[src/rtl/key_judge.sv]
// -----------------------------------------------------------------------------
// key_judge
//
// Round controller and scorer for the reaction game. Each round requests a new
// target from the random generator, waits a bounded number of game ticks for a
// debounced key press, and scores a hit or a miss. The game ends once the miss
// count reaches MISS_LIMIT and restarts from zero after `en` is dropped.
//
// Optional build macro:
//   KEY_JUDGE_PENALTY_EN - every miss also decrements `score` by 1 (floor 0).
//
// Parameters:
//   TIMEOUT_TICKS - tick pulses allowed per round before a miss (1..15)
//   MISS_LIMIT    - miss count that ends the game (1..15)
//   SCORE_MAX     - saturation value of score (fits in 7 bits)
//
// Ports:
//   clk        - system clock
//   rst_n      - synchronous active-low reset
//   en         - game enable; low returns to IDLE
//   tick       - one-cycle game tick strobe
//   key_random - target code from the generator, valid one cycle after en_random
//   key_valid  - one-cycle debounced key press strobe
//   key_code   - one-hot code of the pressed key
//   en_random  - one-cycle request for a new target
//   target     - current target shown on the LEDs (0 = none)
//   score      - saturating hit count
//   miss_cnt   - miss count
//   hit        - one-cycle pulse on a correct press
//   game_over  - high while the game is over
// -----------------------------------------------------------------------------
module key_judge #(
    parameter int TIMEOUT_TICKS = 6,
    parameter int MISS_LIMIT    = 5,
    parameter int SCORE_MAX     = 99
) (
    input  logic       clk,
    input  logic       rst_n,
    input  logic       en,
    input  logic       tick,
    input  logic [3:0] key_random,
    input  logic       key_valid,
    input  logic [3:0] key_code,
    output logic       en_random,
    output logic [3:0] target,
    output logic [6:0] score,
    output logic [3:0] miss_cnt,
    output logic       hit,
    output logic       game_over
);

    localparam logic [3:0] TICK_LAST = 4'(TIMEOUT_TICKS - 1);
    localparam logic [3:0] MISS_END  = 4'(MISS_LIMIT);
    localparam logic [6:0] SCORE_TOP = 7'(SCORE_MAX);

    typedef enum logic [2:0] {
        S_IDLE,
        S_REQ,
        S_LOAD,
        S_WAIT,
        S_OVER
    } state_t;

    state_t     state, state_next;
    logic [3:0] tick_cnt, tick_cnt_next;
    logic [3:0] target_next;
    logic [6:0] score_next;
    logic [3:0] miss_next;
    logic       hit_next;
    logic       miss_event;

    // NOTE: every signal driven here gets a default first, so no path can
    // leave one unassigned and infer a latch.
    always_comb begin
        state_next    = state;
        tick_cnt_next = tick_cnt;
        target_next   = target;
        score_next    = score;
        miss_next     = miss_cnt;
        hit_next      = 1'b0;
        miss_event    = 1'b0;

        case (state)
            S_IDLE: begin
                target_next = 4'd0;
                if (en) state_next = S_REQ;
            end
            S_REQ: begin
                if (!en) begin
                    state_next  = S_IDLE;
                    target_next = 4'd0;
                end else begin
                    state_next = S_LOAD;
                end
            end
            S_LOAD: begin
                if (!en) begin
                    state_next  = S_IDLE;
                    target_next = 4'd0;
                end else if (key_random == 4'd0) begin
                    // A zero code means "no target"; ask the generator again.
                    state_next = S_REQ;
                end else begin
                    target_next   = key_random;
                    tick_cnt_next = 4'd0;
                    state_next    = S_WAIT;
                end
            end
            S_WAIT: begin
                if (!en) begin
                    // Abandoned round: no score or miss update.
                    state_next  = S_IDLE;
                    target_next = 4'd0;
                end else if (key_valid) begin
                    // A press wins over a coinciding timeout tick.
                    if (key_code == target) begin
                        hit_next    = 1'b1;
                        score_next  = (score >= SCORE_TOP) ? SCORE_TOP : score + 7'd1;
                        target_next = 4'd0;
                        state_next  = S_REQ;
                    end else begin
                        miss_event = 1'b1;
                    end
                end else if (tick) begin
                    if (tick_cnt == TICK_LAST) miss_event = 1'b1;
                    else                       tick_cnt_next = tick_cnt + 4'd1;
                end
            end
            S_OVER: begin
                target_next = 4'd0;
                if (!en) begin
                    // Leaving OVER starts a fresh game.
                    state_next = S_IDLE;
                    score_next = 7'd0;
                    miss_next  = 4'd0;
                end
            end
            default: begin
                state_next  = S_IDLE;
                target_next = 4'd0;
            end
        endcase

        if (miss_event) begin
            miss_next   = miss_cnt + 4'd1;
            target_next = 4'd0;
`ifdef KEY_JUDGE_PENALTY_EN
            score_next  = (score == 7'd0) ? 7'd0 : score - 7'd1;
`else
            score_next  = score;
`endif
            state_next  = (miss_next == MISS_END) ? S_OVER : S_REQ;
        end
    end

    // NOTE: sequential state uses non-blocking assignments so every register
    // samples the pre-edge values regardless of statement order.
    always_ff @(posedge clk) begin
        if (!rst_n) begin
            state     <= S_IDLE;
            tick_cnt  <= 4'd0;
            en_random <= 1'b0;
            target    <= 4'd0;
            score     <= 7'd0;
            miss_cnt  <= 4'd0;
            hit       <= 1'b0;
            game_over <= 1'b0;
        end else begin
            state     <= state_next;
            tick_cnt  <= tick_cnt_next;
            // Request and game-over flags are registered from the next state
            // so they are high exactly while the FSM sits in REQ / OVER.
            en_random <= (state_next == S_REQ);
            target    <= target_next;
            score     <= score_next;
            miss_cnt  <= miss_next;
            hit       <= hit_next;
            game_over <= (state_next == S_OVER);
        end
    end

endmodule

[config.mk]
export PLATFORM = sky130hd
export DESIGN_NAME = key_judge
export DESIGN_NICKNAME = d
export VERILOG_FILES = /design/src/rtl/key_judge.sv
export SDC_FILE = /design/constraint.sdc
export NUM_CORES = 1
export LEC_CHECK = 0
export BUFFER_PORTS_ARGS = -buffer_cell sky130_fd_sc_hd__buf_2
export CAP_MARGIN = 20
export CORE_ASPECT_RATIO = 2
export CORE_MARGIN = 2
export CORE_UTILIZATION = 25
export CTS_CLUSTER_DIAMETER = 150
export DETAILED_ROUTE_END_ITERATION = 6
export GPL_TIMING_DRIVEN = 0
export PLACE_DENSITY = 0.53
export SYNTH_ARGS = -nofsm -noshare
export SYNTH_HDL_FRONTEND = slang
export SYNTH_SLANG_ARGS = --single-unit
[constraint.sdc]
create_clock -name clk -period 2.7 [get_ports clk]
set_input_delay 0.27 -clock clk [delete_from_list [all_inputs] [get_ports clk]]
set_output_delay 0.27 -clock clk [all_outputs]
set_load 0.02 [all_outputs]
Word level (Yosys, flattened, before mapping)
Index checks and enable logic that the tools add are counted.

Mux-type cells: 40. Reductions and logical operators: 11. $lt $le $gt $ge: 1. Bitwise logic cells: 2. $add $sub $neg: 3. Equality and inequality tests: 23.

Operator list (count): $mux 4 (14); $mux 7 (5); $mux 3 (7); $ne 2x2->1 const B (10); $pmux 3 s5 (1); $pmux 7 s2 (1); $pmux 4 s3 (1); $ne 3x3->1 const B (3); $add 4x1->4 const B (2); $eq 4x3->1 const B (2); $pmux 4 s2 (1); $reduce_and 4->1 (2); $add 7x1->7 const B (1); $ge 7x7->1 const B (1); $mux 1 (7); $reduce_and 7->1 (1); $eq 3x1->1 const B (2); $eq 3x2->1 const B (2); $eq 3x3->1 const B (2); $mux 2 (3); $reduce_and 6->1 (1); $reduce_bool 2->1 (3); $eq 4x4->1 (1); $logic_not 4->1 (1); 5 further kinds (6).

Output and inout bits: 18. Word-level logic and storage cells: 88. Flip-flop bits (word level): 25. Input port bits: 13.

Longest topological paths before layout
Depth after elaboration: 8. Mapped depth: 7. Depth with buffers taken out: 7.

Least setup slack after synthesis
Ideal clock, no wire load.

Path kind: flip-flop to flip-flop. Start point: reg tick_cnt[1]. End point: reg tick_cnt[1]. Arrival: 1.528 ns. Setup slack: 1.101 ns. Library setup time: 0.071 ns. Data required time: 2.629 ns. Period minus slack after synthesis: 1.599 ns. Path buffers: 0. Cell stages (with the launch flop): 8. Cells stage by stage: dfxtp_1 inv_1 ha_1 and3b_1 o32ai_1 nand3_1 or2_0 a21oi_1.

Longest elaborated chain between the ends: 6. Elaborated cells on any way between the ends: 9. Those cells by class: add/sub (1); eq/ne (2); mux (5); reduce/logical (1).

RTL lines: from (decl) (line 65) `logic [3:0] tick_cnt, tick_cnt_next;`; from (signal assigned) (line 170) `tick_cnt <= tick_cnt_next;`; $add 4x1->4 (line 126) `else tick_cnt_next = tick_cnt + 4'd1;`; $mux 4 (line 125) `if (tick_cnt == TICK_LAST) miss_event = 1'b1;`; $mux 4 (line 124) `end else if (tick) begin`; $mux 4 (line 114) `end else if (key_valid) begin`; $mux 4 (line 110) `if (!en) begin`; $pmux 4 s2 (line 83) `case (state)`.

Several ways; a longest one is shown, not always the timed one. The select of a mux whose other input is x is not followed. A chain may end at the register's enable or synchronous reset.

Final worst setup path
Ends and elaborated chain as after synthesis.

==> qor.csv <==
metric;value;unit
grt_pass1_wl;5240;um
cts_tree;built;
first_pass_iters;4;
pre_cts_slack;0.903;ns
root_buffer;clkbuf_8;
cts.clk_slew.worst_paths;0.08;ns
rsz0062_at_grt;false;
clk_latency;0.26;ns
gp_congestion;0.815;
port_buffers;30;
synth.net_count;175;
first_iter_violations;14;
ir_drop;0.000275;V
p_seq_share;57.8;%
antenna_cells;0;
switchingPower;0.149;mW
slew_viol_final;0;
clkPwrFrac;33.6;%
grt_max_degree;14;
synth_seq_cells;25;
vias;1236;
required;2.90;ns
clock_sinks;25;
crit_fanout;4;
p_per_area;402;mW/mm^2
grt_overflow;0;
die-area;0.00600;sq mm
viasPerCell;4.96;
post-cts-setup-buffers;0;
io_pins;31;
antenna_found_initial;0;
synthCells;157;
slew_headroom;61.9;%
clockBufferDepth;2;
finalHoldViolCount;0;
syn_area;0.00134;sq mm
finalCritPeriodShare;66.0;%
yosysSeqAreaShare;37.3;%
synth_area_per_cell;8.54;sq um
status;finished clean;
endpoint_kind;register;
die_height;108;um
cts-resized-gates;0;
syn2layout_area_growth;20.0;%
drive_above_1_share;23.6;%
dpl.hpwl;2490;um
drc;0;
startpoint_type;register;
grt_pass1_vias;1230;
coreArea;0.00514;sq mm
worstMarginPinSlew;0.565;ns
holdCritPathClass;in -> reg;
avgRoutedWirePerCell;12.4;um
holdBufCountCts;0;
drt-total-wl;3100;um
ys_warn_count;0;
fmax;562;MHz
h-tree-depth;1;
maxCapViolations;0;
leakagePower;0.731;nW
worstSetupPathType;reg -> reg;
final_antenna_net_count;0;
critPathArrivalTime;1.98;ns
setup_viol_count_final;0;
fin_nets;210;
finalClockSkew;0.00275;ns
power_frac_comb;8.6;%
synth.distinct_cells;43;
row_count;37;
die_w;55.8;um
fin_ws;0.919;ns
netSwitchingFraction;23.0;%
numCtsBuffers;3;
intPower;0.497;mW
initial_core_util;26.1;%
track_usage;10.8;%
min_period;1.78;ns
setup_tns;0;ns
layout by cell type, fill, tap and decap left out, types with 2 or more instances in the layout:
master | Yosys | final
nor4_1 | 2 | 2
dfxtp_1 | 25 | 25
and2_1 | 5 | 5
o21ai_0 | 9 | 9
and3_1 | 7 | 7
buf_2 | 3 | 33
nor2_1 | 13 | 13
xor2_1 | 6 | 6
nor2b_1 | 4 | 4
clkbuf_8 | 0 | 3
o211ai_1 | 2 | 2
ha_1 | 5 | 5
nand3_1 | 10 | 10
a21o_1 | 3 | 3
clkbuf_1 | 1 | 2
a21bo_2 | 2 | 2
inv_1 | 4 | 4
and3b_1 | 2 | 2
a211oi_2 | 2 | 2
nand2_1 | 14 | 14
a211oi_1 | 2 | 2
a21oi_1 | 5 | 5
a32oi_1 | 4 | 4
nor3_1 | 4 | 4
a211o_1 | 2 | 2
nand4_1 | 3 | 3
kinds of logic after synthesis:
family	count (synthesis)	synth area share, %
XOR/XNOR	7	4.58
flip-flops	25	37.3
multiplexers	1	0.747
adder cells (fa/ha/maj)	5	4.67
AO/OA/AOI/OAI	37	19.9
buffers and inverters	9	3.08
AND/OR/NAND/NOR	73	29.7
path summary, 6_finish.rpt:
check	start	to	slack (ns)	depth (start not counted)
setup / recovery	tick_cnt[1]$_SDFFE_PN0P_	tick_cnt[1]$_SDFFE_PN0P_	0.92	7
hold / removal	key_random[2]	target[2]$_SDFFE_PP0P_	0.25	3
setup reg to reg	tick_cnt[1]$_SDFFE_PN0P_	tick_cnt[1]$_SDFFE_PN0P_	0.92	7
hold reg to reg	tick_cnt[1]$_SDFFE_PN0P_	tick_cnt[1]$_SDFFE_PN0P_	0.49	2
flip-flops by register name, indices dropped and copies added (netlist names):
signal	cells
miss_cnt	4
en_random	1
score	7
target	4
state	3
tick_cnt	4
game_over	1
hit	1
critical path, stage by stage, from the launching register on:
cell and delay [ns]:
dfxtp_1 0.37, inv_1 0.05, ha_1 0.17, and3b_1 0.18, o32ai_1 0.39, nand3_1 0.21, or2_0 0.23, a21oi_1 0.11
power groups by stage:
| stage | Sequential [mW] | Clock [mW] | Combinational [mW] |
|---|---|---|---|
| floorplan | 0.383 | 0 | 0.0317 |
| global placement | 0.382 | 0 | 0.0560 |
| detailed placement | 0.382 | 0 | 0.0558 |
| CTS | 0.373 | 0.232 | 0.0559 |
| global route | 0.374 | 0.248 | 0.0614 |
| finish | 0.373 | 0.217 | 0.0553 |
stage by stage:
step	total power, mW	instance area, sq um	instances	hold slack (ns)	utilization, %
2_1_floorplan	0.415	1340	157	0.403	-
3_3_place_gp	0.438	1560	245	0.481	30.4
5_1_grt	0.684	1610	249	0.274	31.3
3_5_place_dp	0.438	1560	245	0.482	30.4
6_report	0.646	1610	249	0.253	31.3
4_1_cts	0.662	1610	249	0.243	31.3
cells in the mapped netlist:
| library cell | instances | area share (%) |
|---|---|---|
| a211o_1 | 2 | 1.3 |
| a211oi_1 | 2 | 1.1 |
| a211oi_2 | 2 | 1.9 |
| a21bo_2 | 2 | 1.5 |
| a21boi_0 | 1 | 0.56 |
| a21o_1 | 3 | 1.7 |
| a21oi_1 | 5 | 1.9 |
| a21oi_2 | 1 | 0.65 |
| a31oi_1 | 1 | 0.47 |
| a32oi_1 | 4 | 2.6 |
| a41oi_1 | 1 | 0.65 |
| and2_0 | 1 | 0.47 |
| and2_1 | 5 | 2.3 |
| and3_1 | 7 | 3.3 |
| and3b_1 | 2 | 1.3 |
| buf_2 | 3 | 1.1 |
| buf_4 | 1 | 0.56 |
| clkbuf_1 | 1 | 0.28 |
| dfxtp_1 | 25 | 37 |
| ha_1 | 5 | 4.7 |
| inv_1 | 4 | 1.1 |
| mux2i_1 | 1 | 0.75 |
| nand2_1 | 14 | 3.9 |
| nand2b_1 | 1 | 0.47 |
| nand3_1 | 10 | 3.7 |
| nand3b_1 | 1 | 0.56 |
| nand4_1 | 3 | 1.4 |
| nor2_1 | 13 | 3.6 |
| nor2b_1 | 4 | 1.9 |
| nor2b_2 | 1 | 0.65 |
| nor3_1 | 4 | 1.5 |
| nor3_4 | 1 | 1.2 |
| nor4_1 | 2 | 0.93 |
| o211ai_1 | 2 | 1.1 |
| o21ai_0 | 9 | 3.4 |
| o22ai_1 | 1 | 0.47 |
| o32ai_1 | 1 | 0.65 |
| or2_0 | 1 | 0.47 |
| or3b_2 | 1 | 0.65 |
| or4_1 | 1 | 0.56 |
| or4b_1 | 1 | 0.75 |
| xnor2_1 | 1 | 0.65 |
| xor2_1 | 6 | 3.9 |
metal layers:
layer,global-route usage [%],vias to the layer above,wire [um]
met5,0,-,0
met4,5.40,0,29
met3,1.56,2,98
met2,21.5,18,1760
met1,10.4,573,1200
li1,-,643,-
area by class of cell:
class	instances	area, sq um
plain buffers	5	26.3
clock buffers	4	45.0
fillers	554	3530
inverters	4	15.0
multi-input cells	123	798
flip-flops and latches	25	500
well taps	58	72.6
repair buffers	30	150
Note: power is estimated with default switching activity, not from simulation.
